$ cat src/rtl/signed_sub_with_saturation_pipe_pkg.sv
// Shared types for the saturating subtractor pipeline and its clamp.
// No logic, no latency, no backpressure.
package signed_sub_with_saturation_pipe_pkg;

    typedef struct packed {
        logic pos;
        logic neg;
    } sat_flags_t;

    localparam int SAT_FLAGS_W = $bits(sat_flags_t);

endpackage

$ cat src/rtl/signed_sub_with_saturation_pipe_if.sv
// Stream bundle for the subtractor: operand side in, result side out.
// slave is the datapath view, master is the producer/consumer view.
interface signed_sub_with_saturation_pipe_if #(
    parameter int WIDTH = 4
) ();
    logic             in_valid;
    logic             in_ready;
    logic [WIDTH-1:0] a;
    logic [WIDTH-1:0] b;
    logic             out_valid;
    logic             out_ready;
    logic [WIDTH-1:0] diff;
    logic             sat_pos;
    logic             sat_neg;

    modport slave (
        input  in_valid, a, b, out_ready,
        output in_ready, out_valid, diff, sat_pos, sat_neg
    );

    modport master (
        output in_valid, a, b, out_ready,
        input  in_ready, out_valid, diff, sat_pos, sat_neg
    );
endinterface

$ cat src/rtl/pipe_stage.sv
// Generic one-entry valid/ready register slice; 1 cycle latency.
// Backpressure: accepts when empty or when the downstream takes the held entry.
module pipe_stage #(
    parameter int W = 8
) (
    input  logic         clk,
    input  logic         rst,
    input  logic         in_vld,
    input  logic [W-1:0] in_dat,
    output logic         in_rdy,
    output logic         out_vld,
    output logic [W-1:0] out_dat,
    input  logic         out_rdy
);
    assign in_rdy = ~out_vld | out_rdy;

    always_ff @(posedge clk) begin
        if (rst) begin
            out_vld <= 1'b0;
            out_dat <= '0;
        end else if (in_rdy) begin
            out_vld <= in_vld;
            if (in_vld) begin
                out_dat <= in_dat;
            end
        end
    end
endmodule

$ cat src/rtl/sat_clamp.sv
// Clamps a (WIDTH+1)-bit signed value to WIDTH bits and flags the direction.
// Combinational, no latency, no backpressure.
module sat_clamp
    import signed_sub_with_saturation_pipe_pkg::*;
#(
    parameter int WIDTH = 4
) (
    input  logic [WIDTH:0]   raw,
    output logic [WIDTH-1:0] clamped,
    output sat_flags_t       flags
);
    localparam logic [WIDTH-1:0] MAX = {1'b0, {(WIDTH-1){1'b1}}};
    localparam logic [WIDTH-1:0] MIN = {1'b1, {(WIDTH-1){1'b0}}};

    // The two top bits disagree exactly when the value does not fit in WIDTH bits.
    always_comb begin
        flags.pos = (raw[WIDTH -: 2] == 2'b01);
        flags.neg = (raw[WIDTH -: 2] == 2'b10);
        clamped   = raw[WIDTH-1:0];
        if (flags.pos) begin
            clamped = MAX;
        end else if (flags.neg) begin
            clamped = MIN;
        end
    end
endmodule

$ cat src/rtl/signed_sub_with_saturation_pipe.sv
// Streaming saturating a - b with a saturation event counter; 2 cycle latency.
// Backpressure: combinational ready chain, both stages hold while the output is stalled.
module signed_sub_with_saturation_pipe
    import signed_sub_with_saturation_pipe_pkg::*;
#(
    parameter int WIDTH = 4,
    parameter int CNT_W = 8
) (
    input  logic                                 clk,
    input  logic                                 rst,
    signed_sub_with_saturation_pipe_if.slave     bus,
    input  logic                                 sat_cnt_clr,
    output logic [CNT_W-1:0]                     sat_cnt
);
    localparam int S2_W = WIDTH + SAT_FLAGS_W;

    logic [WIDTH:0]   raw_diff;
    logic [WIDTH:0]   s1_dat;
    logic             s1_vld;
    logic             s1_rdy;
    logic [WIDTH-1:0] clamp_val;
    sat_flags_t       clamp_flags;
    logic [S2_W-1:0]  s2_in;
    logic [S2_W-1:0]  s2_dat;
    logic             s2_vld;
    logic             s2_rdy;
    sat_flags_t       out_flags;
    logic             sat_xfer;

    // One extra bit keeps the raw difference exact, including b = MIN.
    assign raw_diff = {bus.a[WIDTH-1], bus.a} - {bus.b[WIDTH-1], bus.b};

    pipe_stage #(.W(WIDTH + 1)) u_s1 (
        .clk     (clk),
        .rst     (rst),
        .in_vld  (bus.in_valid),
        .in_dat  (raw_diff),
        .in_rdy  (s1_rdy),
        .out_vld (s1_vld),
        .out_dat (s1_dat),
        .out_rdy (s2_rdy)
    );

    sat_clamp #(.WIDTH(WIDTH)) u_clamp (
        .raw     (s1_dat),
        .clamped (clamp_val),
        .flags   (clamp_flags)
    );

    assign s2_in = {clamp_flags, clamp_val};

    pipe_stage #(.W(S2_W)) u_s2 (
        .clk     (clk),
        .rst     (rst),
        .in_vld  (s1_vld),
        .in_dat  (s2_in),
        .in_rdy  (s2_rdy),
        .out_vld (s2_vld),
        .out_dat (s2_dat),
        .out_rdy (bus.out_ready)
    );

    assign out_flags     = sat_flags_t'(s2_dat[S2_W-1:WIDTH]);
    assign bus.in_ready  = s1_rdy;
    assign bus.out_valid = s2_vld;
    assign bus.diff      = s2_dat[WIDTH-1:0];
    assign bus.sat_pos   = out_flags.pos;
    assign bus.sat_neg   = out_flags.neg;

    assign sat_xfer = s2_vld & bus.out_ready & (out_flags.pos | out_flags.neg);

    // Clear wins over a same-cycle increment; the count sticks at all-ones.
    always_ff @(posedge clk) begin
        if (rst || sat_cnt_clr) begin
            sat_cnt <= '0;
        end else if (sat_xfer && (sat_cnt != {CNT_W{1'b1}})) begin
            sat_cnt <= sat_cnt + CNT_W'(1);
        end
    end
endmodule

$ cat src/flat_wrapper.sv
// flat-port wrapper written by rule: the top's interface ports become plain ports
module signed_sub_with_saturation_pipe_flat import signed_sub_with_saturation_pipe_pkg::*;
#(
    parameter int WIDTH = 4,
    parameter int CNT_W = 8
)
  (clk, rst, sat_cnt_clr, sat_cnt, bus_in_valid, bus_a, bus_b, bus_out_ready, bus_in_ready, bus_out_valid, bus_diff, bus_sat_pos, bus_sat_neg);
  signed_sub_with_saturation_pipe_if #(.WIDTH(WIDTH)) bus_i ();
  input  logic clk;
  input  logic rst;
  input  logic sat_cnt_clr;
  output logic [CNT_W-1:0] sat_cnt;
  input wire logic [$bits(bus_i.in_valid)-1:0] bus_in_valid;
  input wire logic [$bits(bus_i.a)-1:0] bus_a;
  input wire logic [$bits(bus_i.b)-1:0] bus_b;
  input wire logic [$bits(bus_i.out_ready)-1:0] bus_out_ready;
  output wire logic [$bits(bus_i.in_ready)-1:0] bus_in_ready;
  output wire logic [$bits(bus_i.out_valid)-1:0] bus_out_valid;
  output wire logic [$bits(bus_i.diff)-1:0] bus_diff;
  output wire logic [$bits(bus_i.sat_pos)-1:0] bus_sat_pos;
  output wire logic [$bits(bus_i.sat_neg)-1:0] bus_sat_neg;
  assign bus_i.in_valid = bus_in_valid;
  assign bus_i.a = bus_a;
  assign bus_i.b = bus_b;
  assign bus_i.out_ready = bus_out_ready;
  assign bus_in_ready = bus_i.in_ready;
  assign bus_out_valid = bus_i.out_valid;
  assign bus_diff = bus_i.diff;
  assign bus_sat_pos = bus_i.sat_pos;
  assign bus_sat_neg = bus_i.sat_neg;
  signed_sub_with_saturation_pipe #(.WIDTH(WIDTH), .CNT_W(CNT_W)) u_core (.clk(clk), .rst(rst), .bus(bus_i), .sat_cnt_clr(sat_cnt_clr), .sat_cnt(sat_cnt));
endmodule
$ cat config.mk
export PLATFORM = sky130hd
export DESIGN_NAME = signed_sub_with_saturation_pipe_flat
export DESIGN_NICKNAME = d
export VERILOG_FILES = /design/src/rtl/signed_sub_with_saturation_pipe_pkg.sv /design/src/rtl/signed_sub_with_saturation_pipe_if.sv /design/src/rtl/pipe_stage.sv /design/src/rtl/sat_clamp.sv /design/src/rtl/signed_sub_with_saturation_pipe.sv /design/src/flat_wrapper.sv
export SDC_FILE = /design/constraint.sdc
export NUM_CORES = 1
export LEC_CHECK = 0
export CORE_UTILIZATION = 52
export DETAILED_ROUTE_END_ITERATION = 6
export PLACE_DENSITY = 0.87
export SLEW_MARGIN = 25
export SYNTH_ARGS = -nofsm -noshare
export SYNTH_HDL_FRONTEND = slang
export SYNTH_HIERARCHICAL = 1
export SYNTH_SLANG_ARGS = --single-unit
$ cat constraint.sdc
create_clock -name clk -period 4.9 [get_ports clk]
set_input_delay 0.98 -clock clk [delete_from_list [all_inputs] [get_ports clk]]
set_output_delay 0.98 -clock clk [all_outputs]
set_load 0.1 [all_outputs]
---- Yosys cells after proc, flatten, opt, wreduce, memory -nomap -nowiden ----
Cells that the tools add are included.
storage, ports and cells
  bits in registers ....................... 21
  output and inout bits ................... 16
  logic and storage cells ................. 23
cells by class
  add/sub/neg operators ................... 2
  equality and inequality tests ........... 3
  multiplexer cells ....................... 2
  bitwise operators ....................... 7
  reduce and logical (&&, ||, !) cells .... 4
operators by type and width
  kind                                           count
  adder 8 x 1 -> 8 bit, second input constant    1
  two-way mux 4 bit                              2
  != test 8 bit, second input constant           1
  subtractor 4 x 4 -> 5 bit                      1
  AND reduction 2 bit                            2
  bitwise OR 1 bit                               3
  bitwise AND 1 bit                              2
  == test 2 x 1 -> 1 bit, second input constant  1
  == test 2 bit, second input constant           1
  NOT 1 bit                                      2
  logical AND 1 bit                              1
  logical OR 1 bit                               1

---- Logic depth before layout (Yosys ltp) ----
  depth in word-level cells ............... 4
  depth in mapped cells ................... 8

---- Hierarchy ----
The synthesis kept the hierarchy.
by module, submodules not included
  module                           times used  cells an instance  area each (sq um)  seq. area each (sq um)
  signed_sub_with_saturation_pipe  1           67                 566.8              160.2
  pipe_stage at u_core.u_s2        1           30                 299.0              140.1
  pipe_stage at u_core.u_s1        1           26                 259.0              120.1
  sat_clamp                        1           7                  53.8               0.0

---- Worst setup path after synthesis ----
No wires, ideal clock.
  kind .................................... reg-to-output
  start ................................... register u_core.u_s2.out_vld
  end ..................................... output bus_in_ready
  arrival ................................. 1635 ps
  required time ........................... 3920 ps
  path slack .............................. 2285 ps
  stages on the path, launching flop included .. 5
  path through ............................ dfxtp_1 > nand2b_4 > buf_6 > nand2b_4 > buf_6
on the way
  longest elaborated chain between the ends .. 3
ends and longest elaborated chain
  element                   RTL line                               source
  start: declaration        pipe_stage.sv:11                       output logic out_vld,
  start signal: assignment  pipe_stage.sv:22                       out_vld <= in_vld;
  NOT 1 bit                 pipe_stage.sv:15                       assign in_rdy = ~out_vld | out_rdy;
  bitwise OR 1 bit          pipe_stage.sv:15
  net u_core.s2_rdy         signed_sub_with_saturation_pipe.sv:26  logic s2_rdy;
  bitwise OR 1 bit          pipe_stage.sv:15
  end: declaration          flat_wrapper.sv:17                     output wire logic [$bits(bus_i.in_ready)-1:0] bus_in_ready;
The timed path passes the listed nets, and every way through them passes these cells.

---- Worst setup path after layout ----
  start ................................... input bus_out_ready
  end ..................................... output bus_in_ready
on the way
  longest elaborated chain between the ends .. 2
ends and longest elaborated chain
  element             RTL line                               source
  start: declaration  flat_wrapper.sv:16                     input wire logic [$bits(bus_i.out_ready)-1:0] bus_out_ready;
  bitwise OR 1 bit    pipe_stage.sv:15
  net u_core.s2_rdy   signed_sub_with_saturation_pipe.sv:26
  bitwise OR 1 bit    pipe_stage.sv:15
The timed path passes the listed nets, and every way through them passes these cells.

==> impl_table.tex <==
\begin{tabular}{lr}
\hline
Metric & Value \\
\hline
\multicolumn{2}{l}{\textbf{Finish}} \\
Antenna diode instance count & 0 \\
Area added between synthesis and finish & 25.3\% \\
Fraction of final layout cells with drive strength greater than 1 & 0.109 \\
Count of non-filler cells in the finished layout & 183 \\
Net count, final & 176 \\
Number of filler instances in the final layout & 168 \\
Fin util & 0.723 \\
\multicolumn{2}{l}{\textbf{Placed design}} \\
DPL Wire Length & 1.76 mm \\
Port Buf Inserts & 28 \\
Cell count after placement & 179 \\
Last weighted congestion value of the routability-driven placer & 0.786 \\
Post-placement setup slack & 1.66 ns \\
\multicolumn{2}{l}{\textbf{STA}} \\
Layout Skew & 0.00145 ns \\
Final critical delay including setup and external delays & 3.25 ns \\
Fin. Hold Viols & 0 \\
Max-slew violation total from the final report & 0 \\
Remaining max-slew budget at the tightest pin & 0.348 \\
WHS & 0.532 ns \\
Setup Total Neg Slack & 0 ns \\
Final worst path period share & 0.664 \\
Transition time of the tightest slew-check pin & 0.975 ns \\
Final Worst Setup Slack & 1.65 ns \\
FMAX & 0.307 GHz \\
Number of setup violations in the final report & 0 \\
Unrepaired setup endpoints after global routing & false \\
\multicolumn{2}{l}{\textbf{Clock tree}} \\
CTS sink count & 21 \\
Number of buffers inserted to repair setup after CTS & 0 \\
Clock latency reported for the late side of the worst-skew pair & 0.30 ns \\
Clock-pin transition on the worst setup and hold timing paths & 0.11 ns \\
CTS Hold Buffers Added & 0 \\
H-Tree Depth & 1 \\
Clock tree from TritonCTS & built \\
Root Buffer & sky130\_fd\_sc\_hd\_\_clkbuf\_4 \\
Inserted Clock Buffers & 3 \\
Clock tree buffer depth & 2 \\
Post-cts gate resize count & 0 \\
\multicolumn{2}{l}{\textbf{Yosys}} \\
Largest cells by area after synthesis & sky130\_fd\_sc\_hd\_\_dfxtp\_1 36\%, sky130\_fd\_sc\_hd\_\_a21bo\_1 9.3\%, sky130\_fd\_sc\_hd\_\_a21oi\_1 6.8\% \\
Number of unique standard cell types used by synthesis & 37 \\
Fraction of synthesis flops using an asynchronous set or reset pin & 0 \\
Synthesized cell area & 1180 um2 \\
Library cell with the largest summed area after synthesis & sky130\_fd\_sc\_hd\_\_dfxtp\_1 \\
Most used standard cells in the synthesized netlist & 21 x sky130\_fd\_sc\_hd\_\_dfxtp\_1, 16 x sky130\_fd\_sc\_hd\_\_a21oi\_1, 14 x sky130\_fd\_sc\_hd\_\_nand3\_1 \\
Post-Syn Instances & 130 \\
Number of nets in the synthesized netlist & 149 \\
Most repeated cell in the gate-level netlist after synthesis & sky130\_fd\_sc\_hd\_\_dfxtp\_1 \\
Synth Warn \# & 6 \\
Number of storage elements in the synthesis netlist & 21 \\
Primary FF master, synth & sky130\_fd\_sc\_hd\_\_dfxtp\_1 \\
Fraction of synthesized cell area taken by the top area cell type & 0.357 \\
Syn avg cell area & 9.07 um2 \\
Number of flops mapped to enable cells by yosys & 0 \\
Part of the Yosys area used for sequential elements & 0.357 \\
\multicolumn{2}{l}{\textbf{Die}} \\
Core area & 2040 um2 \\
Area enclosed by the die boundary & 2460 um2 \\
Initial core utilization & 0.577 \\
Io pins & 29 \\
Die extent in x & 49.6 um \\
Site row count & 16 \\
Overall die height & 49.6 um \\
\multicolumn{2}{l}{\textbf{Route}} \\
Remaining antenna violation count & 0 \\
Post-detailed-route wirelength per cell & 12.7 um \\
Overall routed net length & 2.32 mm \\
Total via count in the routed design & 1034 \\
Detailed router's first-iteration violation count & 21 \\
Number of remaining DRC errors & 0 \\
First drt pass iteration count & 4 \\
Vias/cell & 5.65 \\
\multicolumn{2}{l}{\textbf{Setup path}} \\
Critical Path End Type & primary output \\
Critical path fanouts, max & 14 \\
Classification of the worst setup path & in2out \\
Data required time of the worst path & 3.92 ns \\
Startpoint kind of the worst setup timing path & input pin \\
Data arrival time at the worst-slack endpoint & 2.27 ns \\
\multicolumn{2}{l}{\textbf{Pwr}} \\
VDD IR max & 0.149 mV \\
Static leakage & 0.572 nW \\
Total power density per cell area & 229 nW/um2 \\
\multicolumn{2}{l}{\textbf{Run}} \\
Max Cap Viol & 0 \\
\multicolumn{2}{l}{\textbf{Status}} \\
Status & finished, final reports clean \\
\multicolumn{2}{l}{\textbf{GRT}} \\
Antenna violations before repair & 0 \\
Tot GR Track Use & 0.208 \\
Via count of the first global-routing pass & 962 \\
Maximum number of pins on one net before global-route repair & 16 \\
Overall overflow remaining after global route & 0 \\
First-pass GRT wire length & 4.06 mm \\
\multicolumn{2}{l}{\textbf{Hold path}} \\
Class of the most critical hold timing path & reg2reg \\
\hline
\end{tabular}
==> path summary, 6_finish.rpt <==
| path | start | end | slack [ns] | cells after the start |
|---|---|---|---|---|
| worst max-delay path | bus_out_ready | bus_in_ready | 1.65 | 4 |
| worst min-delay path | u_core/sat_cnt[1]$_SDFFE_PP0P_ | u_core/sat_cnt[1]$_SDFFE_PP0P_ | 0.53 | 2 |
| worst max register to register | u_core/sat_cnt[0]$_SDFFE_PP0P_ | u_core/sat_cnt[0]$_SDFFE_PP0P_ | 3.51 | 5 |
| worst min register to register | u_core/sat_cnt[1]$_SDFFE_PP0P_ | u_core/sat_cnt[1]$_SDFFE_PP0P_ | 0.53 | 2 |
==> area by class of cell <==
type | instances | area [um2] | share of cell area
tap | 27 | 33.8 | 0.0229
multi-input combinational | 93 | 681 | 0.461
inverter | 10 | 37.5 | 0.0254
timing repair buffer | 28 | 278 | 0.188
clock buffer | 4 | 26.3 | 0.0178
sequential | 21 | 420 | 0.285
==> cell usage in the layout, fill, tap and decap left out, types with 3 or more instances in the layout <==
cell type                         count
sky130_fd_sc_hd__a21bo_1             11
sky130_fd_sc_hd__a21oi_1             16
sky130_fd_sc_hd__clkbuf_4             3
sky130_fd_sc_hd__clkdlybuf4s50_1     27
sky130_fd_sc_hd__dfxtp_1             21
sky130_fd_sc_hd__ha_1                 5
sky130_fd_sc_hd__inv_1                9
sky130_fd_sc_hd__maj3_2               3
sky130_fd_sc_hd__nand2_1              4
sky130_fd_sc_hd__nand3_1             14
sky130_fd_sc_hd__nor2_1               7
==> power by group <==
group	internal [mW]	switching [mW]	leakage, nW	total, mW
Sequential	0.177	0.00710	0.171	0.184
Clock	0.0317	0.0507	0.0150	0.0824
Combinational	0.0317	0.0394	0.386	0.0712
==> state kept, by name, summed over array words and instances (netlist names) <==
signal,count
u_core/u_s2/out_dat,6
u_core/sat_cnt,8
u_core/u_s2/out_vld,1
u_core/u_s1/out_vld,1
u_core/u_s1/out_dat,5
==> metrics by stage <==
step	area (um2)	power, mW
3_3_place_gp	1450	0.256
6_report	1480	0.338
3_5_place_dp	1450	0.259
2_1_floorplan	1180	0.237
4_1_cts	1480	0.340
5_1_grt	1480	0.354
==> kinds of logic after synthesis <==
kind of cell               after synthesis  synth area share
and+or+nand+nor                         41             0.205
AOI/OAI and AO/OA                       38             0.236
DFF                                     21             0.357
buffers and inverters                   16            0.0658
adders and majority gates                9            0.0987
xor gates and xnor gates                 4            0.0297
muxes                                    1           0.00849
==> layer usage <==
layer	GRT usage	vias up	share of wire
met1	0.252	491	0.47
met5	0	-	0
met2	0.369	25	0.48
met4	0.0619	0	0.0099
li1	-	514	-
met3	0.0370	4	0.035
==> worst max-delay path: stages <==
cell,delay (ns)
sky130_fd_sc_hd__clkdlybuf4s50_1,0.52
sky130_fd_sc_hd__nand2b_4,0.23
sky130_fd_sc_hd__nand2b_4,0.23
sky130_fd_sc_hd__buf_4,0.32
No activity file was read; power rests on OpenSTA's default activity.
